### src/rtl/mdi_pkg.sv
// Shared types and widths for the MDI register bank controller.
package mdi_pkg;

  localparam int MDI_VAL_W   = 8;
  localparam int MDI_BASIS_W = 2;

  typedef enum logic [1:0] {
    RSP_OK       = 2'd0,
    RSP_MISMATCH = 2'd1,
    RSP_DEAD     = 2'd2,
    RSP_LOCKED   = 2'd3
  } rsp_status_e;

  typedef enum logic [2:0] {
    ST_IDLE  = 3'd0,
    ST_PROV  = 3'd1,
    ST_ISSUE = 3'd2,
    ST_RESP  = 3'd3,
    ST_FUSE  = 3'd4,
    ST_LOCK  = 3'd5
  } bank_state_e;

endpackage

### src/rtl/rr_arbiter.sv
// Round-robin arbiter: grants the first requester at or after the pointer and
// moves the pointer one past the winner whenever the grant is consumed.
module rr_arbiter #(
  parameter int N  = 4,
  parameter int IW = $clog2(N)
) (
  input  logic          clk,
  input  logic          reset,
  input  logic [N-1:0]  req_i,
  input  logic          advance_i,
  output logic [N-1:0]  grant_o,
  output logic [IW-1:0] grant_idx_o,
  output logic          valid_o
);

  logic [IW-1:0] ptr_q, ptr_d;
  logic [IW:0]   cand;

  // Scan downwards so the candidate closest to the pointer is the last one kept.
  always_comb begin
    grant_o     = '0;
    grant_idx_o = '0;
    valid_o     = 1'b0;
    cand        = '0;
    for (int i = N - 1; i >= 0; i--) begin
      cand = {1'b0, ptr_q} + (IW + 1)'(i);
      if (cand >= (IW + 1)'(N)) begin
        cand = cand - (IW + 1)'(N);
      end
      if (req_i[cand[IW-1:0]]) begin
        grant_o                 = '0;
        grant_o[cand[IW-1:0]]   = 1'b1;
        grant_idx_o             = cand[IW-1:0];
        valid_o                 = 1'b1;
      end
    end
  end

  always_comb begin
    ptr_d = ptr_q;
    if (advance_i && valid_o) begin
      ptr_d = (grant_idx_o == IW'(N - 1)) ? '0 : grant_idx_o + 1'b1;
    end
  end

  always_ff @(posedge clk) begin
    if (reset) begin
      ptr_q <= '0;
    end else begin
      ptr_q <= ptr_d;
    end
  end

endmodule

### src/rtl/mdi_bank_ctrl.sv
// Sequencer/arbiter for a bank of read-once MDI cells: provisioning, basis-matched
// reads with same-cycle value capture, consumed-cell tracking and tamper lockout.
module mdi_bank_ctrl
  import mdi_pkg::*;
#(
  parameter int NUM_REQ   = 4,
  parameter int NUM_CELLS = 8,
  parameter int IDX_W     = $clog2(NUM_CELLS),
  parameter int ID_W      = $clog2(NUM_REQ)
) (
  input  logic                             clk,
  input  logic                             reset,
  input  logic                             prov_valid,
  output logic                             prov_ready,
  input  logic [IDX_W-1:0]                 prov_idx,
  input  logic [MDI_VAL_W-1:0]             prov_value,
  input  logic [MDI_BASIS_W-1:0]           prov_basis,
  output logic                             prov_err,
  input  logic [NUM_REQ-1:0]               req_valid,
  output logic [NUM_REQ-1:0]               req_ready,
  input  logic [NUM_REQ*IDX_W-1:0]         req_idx,
  input  logic [NUM_REQ*MDI_BASIS_W-1:0]   req_basis,
  output logic                             rsp_valid,
  input  logic                             rsp_ready,
  output logic [ID_W-1:0]                  rsp_id,
  output logic [1:0]                       rsp_status,
  output logic [MDI_VAL_W-1:0]             rsp_data,
  output logic [NUM_CELLS-1:0]             cell_init,
  output logic [NUM_CELLS-1:0]             cell_read,
  output logic [NUM_CELLS-1:0]             cell_allow,
  output logic [MDI_VAL_W-1:0]             cell_value_in,
  output logic [MDI_BASIS_W-1:0]           cell_basis_in,
  input  logic [NUM_CELLS*MDI_VAL_W-1:0]   cell_value_out,
  input  logic [NUM_CELLS-1:0]             cell_collapsed,
  input  logic [NUM_CELLS*MDI_BASIS_W-1:0] cell_basis_out,
  input  logic                             tamper,
  output logic [NUM_CELLS-1:0]             cell_fuse_blow,
  output logic                             locked
);

  bank_state_e            state_q, state_d;
  logic [NUM_CELLS-1:0]   dead_q, dead_d;
  logic [IDX_W-1:0]       idx_q, idx_d;
  logic [MDI_BASIS_W-1:0] basis_q, basis_d;
  logic [MDI_VAL_W-1:0]   provVal_q, provVal_d;
  logic [ID_W-1:0]        id_q, id_d;
  rsp_status_e            status_q, status_d;
  logic [MDI_VAL_W-1:0]   data_q, data_d;
  logic                   pend_q, pend_d;

  logic [IDX_W-1:0]       reqIdxArr    [NUM_REQ];
  logic [MDI_BASIS_W-1:0] reqBasisArr  [NUM_REQ];
  logic [MDI_VAL_W-1:0]   cellValArr   [NUM_CELLS];
  logic [MDI_BASIS_W-1:0] cellBasisArr [NUM_CELLS];

  logic [NUM_REQ-1:0] arbGrant;
  logic [ID_W-1:0]    arbIdx;
  logic               arbValid;
  logic               arbAdvance;
  logic               basisMatch;

  for (genvar g = 0; g < NUM_REQ; g++) begin : g_req
    assign reqIdxArr[g]   = req_idx[g*IDX_W +: IDX_W];
    assign reqBasisArr[g] = req_basis[g*MDI_BASIS_W +: MDI_BASIS_W];
  end

  for (genvar g = 0; g < NUM_CELLS; g++) begin : g_cell
    assign cellValArr[g]   = cell_value_out[g*MDI_VAL_W +: MDI_VAL_W];
    assign cellBasisArr[g] = cell_basis_out[g*MDI_BASIS_W +: MDI_BASIS_W];
  end

  assign basisMatch = (basis_q == cellBasisArr[idx_q]);

  rr_arbiter #(
    .N  (NUM_REQ),
    .IW (ID_W)
  ) u_arb (
    .clk         (clk),
    .reset       (reset),
    .req_i       (req_valid),
    .advance_i   (arbAdvance),
    .grant_o     (arbGrant),
    .grant_idx_o (arbIdx),
    .valid_o     (arbValid)
  );

  always_comb begin
    state_d        = state_q;
    dead_d         = dead_q;
    idx_d          = idx_q;
    basis_d        = basis_q;
    provVal_d      = provVal_q;
    id_d           = id_q;
    status_d       = status_q;
    data_d         = data_q;
    pend_d         = pend_q;
    prov_ready     = 1'b0;
    prov_err       = 1'b0;
    req_ready      = '0;
    arbAdvance     = 1'b0;
    rsp_valid      = 1'b0;
    rsp_id         = '0;
    rsp_status     = RSP_OK;
    rsp_data       = '0;
    cell_init      = '0;
    cell_read      = '0;
    cell_allow     = '0;
    cell_value_in  = '0;
    cell_basis_in  = '0;
    cell_fuse_blow = '0;
    locked         = 1'b0;

    unique case (state_q)
      // Handshakes are suppressed while reset is held so every output reads 0.
      ST_IDLE: begin
        if (!reset) begin
          if (tamper) begin
            state_d = ST_FUSE;
          end else begin
            prov_ready = 1'b1;
            if (prov_valid) begin
              idx_d     = prov_idx;
              basis_d   = prov_basis;
              provVal_d = prov_value;
              state_d   = ST_PROV;
            end else if (arbValid) begin
              req_ready  = arbGrant;
              arbAdvance = 1'b1;
              idx_d      = reqIdxArr[arbIdx];
              basis_d    = reqBasisArr[arbIdx];
              id_d       = arbIdx;
              pend_d     = 1'b1;
              state_d    = ST_ISSUE;
            end
          end
        end
      end
      ST_PROV: begin
        if (dead_q[idx_q]) begin
          prov_err = 1'b1;
        end else begin
          cell_init[idx_q] = 1'b1;
          cell_value_in    = provVal_q;
          cell_basis_in    = basis_q;
        end
        state_d = ST_IDLE;
      end
      // The cell collapses on this edge, so its value must be captured now.
      ST_ISSUE: begin
        if (dead_q[idx_q] || cell_collapsed[idx_q]) begin
          status_d = RSP_DEAD;
          data_d   = '0;
        end else begin
          cell_read[idx_q]  = 1'b1;
          cell_allow[idx_q] = basisMatch;
          dead_d[idx_q]     = 1'b1;
          if (basisMatch) begin
            status_d = RSP_OK;
            data_d   = cellValArr[idx_q];
          end else begin
            status_d = RSP_MISMATCH;
            data_d   = '0;
          end
        end
        state_d = ST_RESP;
      end
      ST_RESP: begin
        rsp_valid  = 1'b1;
        rsp_id     = id_q;
        rsp_status = status_q;
        rsp_data   = data_q;
        if (rsp_ready) begin
          pend_d  = 1'b0;
          state_d = ST_IDLE;
        end
      end
      ST_FUSE: begin
        cell_fuse_blow = '1;
        dead_d         = '1;
        if (pend_q) begin
          rsp_valid  = 1'b1;
          rsp_id     = id_q;
          rsp_status = RSP_LOCKED;
          status_d   = RSP_LOCKED;
          data_d     = '0;
          if (rsp_ready) begin
            pend_d = 1'b0;
          end
        end
        state_d = ST_LOCK;
      end
      ST_LOCK: begin
        locked = 1'b1;
        if (pend_q) begin
          rsp_valid  = 1'b1;
          rsp_id     = id_q;
          rsp_status = status_q;
          rsp_data   = data_q;
          if (rsp_ready) begin
            pend_d = 1'b0;
          end
        end
      end
      default: state_d = ST_IDLE;
    endcase

    if (tamper && (state_q != ST_FUSE) && (state_q != ST_LOCK)) begin
      state_d = ST_FUSE;
    end
  end

  always_ff @(posedge clk) begin
    if (reset) begin
      state_q   <= ST_IDLE;
      dead_q    <= '0;
      idx_q     <= '0;
      basis_q   <= '0;
      provVal_q <= '0;
      id_q      <= '0;
      status_q  <= RSP_OK;
      data_q    <= '0;
      pend_q    <= 1'b0;
    end else begin
      state_q   <= state_d;
      dead_q    <= dead_d;
      idx_q     <= idx_d;
      basis_q   <= basis_d;
      provVal_q <= provVal_d;
      id_q      <= id_d;
      status_q  <= status_d;
      data_q    <= data_d;
      pend_q    <= pend_d;
    end
  end

endmodule

### config.mk
export PLATFORM = sky130hd
export DESIGN_NAME = mdi_bank_ctrl
export DESIGN_NICKNAME = d
export VERILOG_FILES = /design/src/rtl/mdi_pkg.sv /design/src/rtl/rr_arbiter.sv /design/src/rtl/mdi_bank_ctrl.sv
export SDC_FILE = /design/constraint.sdc
export NUM_CORES = 1
export LEC_CHECK = 0
export BUFFER_PORTS_ARGS = -buffer_cell sky130_fd_sc_hd__buf_4
export CAP_MARGIN = 20
export CORE_ASPECT_RATIO = 2
export CORE_UTILIZATION = 50
export DETAILED_ROUTE_END_ITERATION = 16
export GPL_ROUTABILITY_DRIVEN = 0
export PLACE_DENSITY = 0.92
export REMOVE_ABC_BUFFERS = 1
export SKIP_LAST_GASP = 1
export SYNTH_ARGS = -nofsm -noshare
export SYNTH_HDL_FRONTEND = slang
export SYNTH_HIERARCHICAL = 1
export SYNTH_SLANG_ARGS = --single-unit
### constraint.sdc
create_clock -name clk -period 5.74 [get_ports clk]
set_input_delay 0 -clock clk [delete_from_list [all_inputs] [get_ports clk]]
set_output_delay 0 -clock clk [all_outputs]
set_load 0.01 [all_outputs]
==> results.cfg <==
[status]
status = complete, but fails checks
violations = negative hold slack

[clock_tree]
cts_max_path_buffers = 2
path_clk_slew_ps = 60
clock-root-buffer = clkbuf_16
cts_tree = done
cts.repair.resized = 0
clock_sinks = 39
clock_latency_ps = 280
htree_levels = 2
numCtsBuffers = 5

[route]
routed_via_density = 5.96
dr.pass1.iters = 5
antenna_left = 0
drc = 0
wl_mm = 12.3
vias = 4269
drt-wirelength-per-cell_um = 17.2
drt_first_iter_violations = 273

[worst_setup_path]
critPathKind = reg2out
r2r-end = basis_q[1]
path_max_fanout = 48
r2r_cells = 10
reg2reg_from = u_arb/ptr_q[0]
cp_cell_sequence = clkinv_1 -> a221oi_1 -> a2bb2oi_2 -> nand3_1 -> nor3_1 -> buf_4
cp.arrival_ps = 3740
critPathMaxStageDelay_ps = 940
r2r_setup_slack_ps = 2020
start_kind = flop
cp.required_ps = 5740
cp-end-kind = output port
crit_slowest_cell = dfxtp_2

[sta]
hold_viol_final = 1
slew_viol_final = 0
finClkSkew_ps = 6.69
rsz0062_at_grt = no
fmax_ghz = 0.268
worst_slew_pin_slew_ps = 940
fin_crit_sh_pct = 65.1
setup_tns_ps = 0
hold_slack_ps = -4.79
setup_viol = 0
period_minus_slack_ps = 3740
relSlewSlack_pct = 37.3

[yosys]
postSynthRegisterBits = 39
synth_top_area_cell = dfxtp_1
synthXorXnorAreaFrac_pct = 0.245
synth-simple-area-share_pct = 27.8
yosysWarningCount = 6
yosys.area_share.adder_pct = 2.80
synth.avg_cell_area_um2 = 7.74
ys_seq_area_share_pct = 21.8
synth_top_family_by_area = simple AND/OR/NAND/NOR gates
syn_area_um2 = 3580
synth_area_leaders = dfxtp_1, mux4_2, nand2_1
synthArstFlopShare_pct = 0
muxShareOfSynthArea_pct = 15.5
synth_flop_cell = dfxtp_1
synthDistinctLibCells = 61
synth.top_cell.area_share_pct = 21.8
syn_inst = 462
synth_compound_area_share_pct = 22.4
synth-edff-count = 0

[finish]
layout_commonest_cell = buf_4
diodes = 0
final_cell_mix = buf_4, nand2_1, nor2_1, dfxtp_1, a21oi_1
area_growth_pct = 44.2
fin_util_pct = 74.3
fillers = 518
multi_input_area_um2 = 2460
nNetsFinal = 763
register_area_um2 = 783
layout-drive-gt1-share_pct = 39.0

[global_route]
grt_usage_pct = 32.6
grt_pass1_wl_mm = 18.6
grt_max_degree = 49
grt_overflow = 0
grt_pass1_vias = 4119
antenna_found_initial = 0

[worst_hold_path]
min_path_type = in2reg
holdCritStartpoint = prov_value[3]
whs_path_depth = 3
whs_endpoint = provVal_q[3]

[floorplan]
core-area_um2 = 6940
io_pins = 192
rows = 43
die_area_um2 = 7520
start_util_pct = 51.5
die_h_um = 122
die_width_um = 61.8

[power_and_ir_drop]
leakage_nw = 2.29
power.density_nw_per_um2 = 183
ir_drop_uv = 163

[place]
numPortBuffers = 191
dp_hpwl_mm = 9.37

[job]
max_cap_violations = 0
[synthesized netlist by cell type (11+ instances only)]
cell / count
a21oi_1: 31
and2_1: 18
buf_2: 14
clkbuf_1: 18
dfxtp_1: 39
inv_1: 23
mux2i_1: 11
mux4_2: 14
nand2_1: 51
nand3_1: 20
nor2_1: 48
o21ai_0: 13
o22ai_1: 11
[routing by layer]
layer	GRT usage (%)	share of wire [%]
met1	32.9	34
met2	60.1	55
met3	7.01	7.3
met4	14.6	3.3
met5	0	0
[how the worst max path moves through the flow]
stage | startpoint | to | slack [ps] | cells after the start
finish | idx_q[0] | cell_init[6] | 2000 | 6
global route | idx_q[0] | cell_init[1] | 1670 | 6
global placement | u_arb/ptr_q[0] | basis_q[1] | 2330 | 10
detailed placement | u_arb/ptr_q[0] | basis_q[1] | 2130 | 10
CTS | idx_q[0] | cell_init[6] | 2060 | 6
floorplan | idx_q[1] | data_q[2] | 2540 | 5
[final cells by class]
cell class	count	area share (%)
Clock buffer	6	2.69
Clock inverter	2	0.679
Inverter	24	1.75
Multi-Input combinational cell	353	47.7
Sequential cell	39	15.2
Tap cell	90	2.18
Timing Repair Buffer	202	29.8
[cell families (layout without fill, tap and decap cells)]
logic type,Yosys count,after routing
muxes,35,35
buffers and inverters,70,234
and+or+nand+nor,198,198
xor gates and xnor gates,1,1
AOI/OAI and AO/OA,111,111
adders and majority gates,8,8
DFF,39,39
[critical path: cells and delay by family, from the launching register on]
kind | cells | cell delay [ps]
simple gates | 2 | 710
flops | 1 | 940
compound gates | 2 | 1050
buf+inv | 2 | 740
[per-stage QoR]
stage | cells | hold WS (ps) | setup WS, ps | cell area [um^2] | power [mW]
2_1_floorplan | 416 | 69.1 | 2540 | 3330 | 0.479
3_3_place_gp | 700 | 206 | 2330 | 4900 | 0.607
3_5_place_dp | 700 | 216 | 2130 | 4900 | 0.619
4_1_cts | 716 | 1.78 | 2060 | 5160 | 0.941
5_1_grt | 716 | 6.34 | 1670 | 5160 | 0.986
6_report | 716 | -4.79 | 2000 | 5160 | 0.944
[power breakdown]
group          leakage [nW]  internal [mW]  switching, mW
combinational          1.89          0.155          0.148
clock                0.0868          0.216          0.105
sequential            0.319          0.285         0.0347
total                  2.29          0.656          0.288
[flip-flops by register name, summed over array words and instances, names as in the netlist]
register,cells
data_q,8
dead_q,8
id_q,2
idx_q,3
pend_q,1
status_q,2
u_arb/ptr_q,2
basis_q,2
state_q,3
provVal_q,8
[repair_timing]
item,in CTS,in global routing
hold buffers,8,0
hold endpoints to repair,8,0
buffers inserted,0,0
Power figures use the tool's default switching activity.
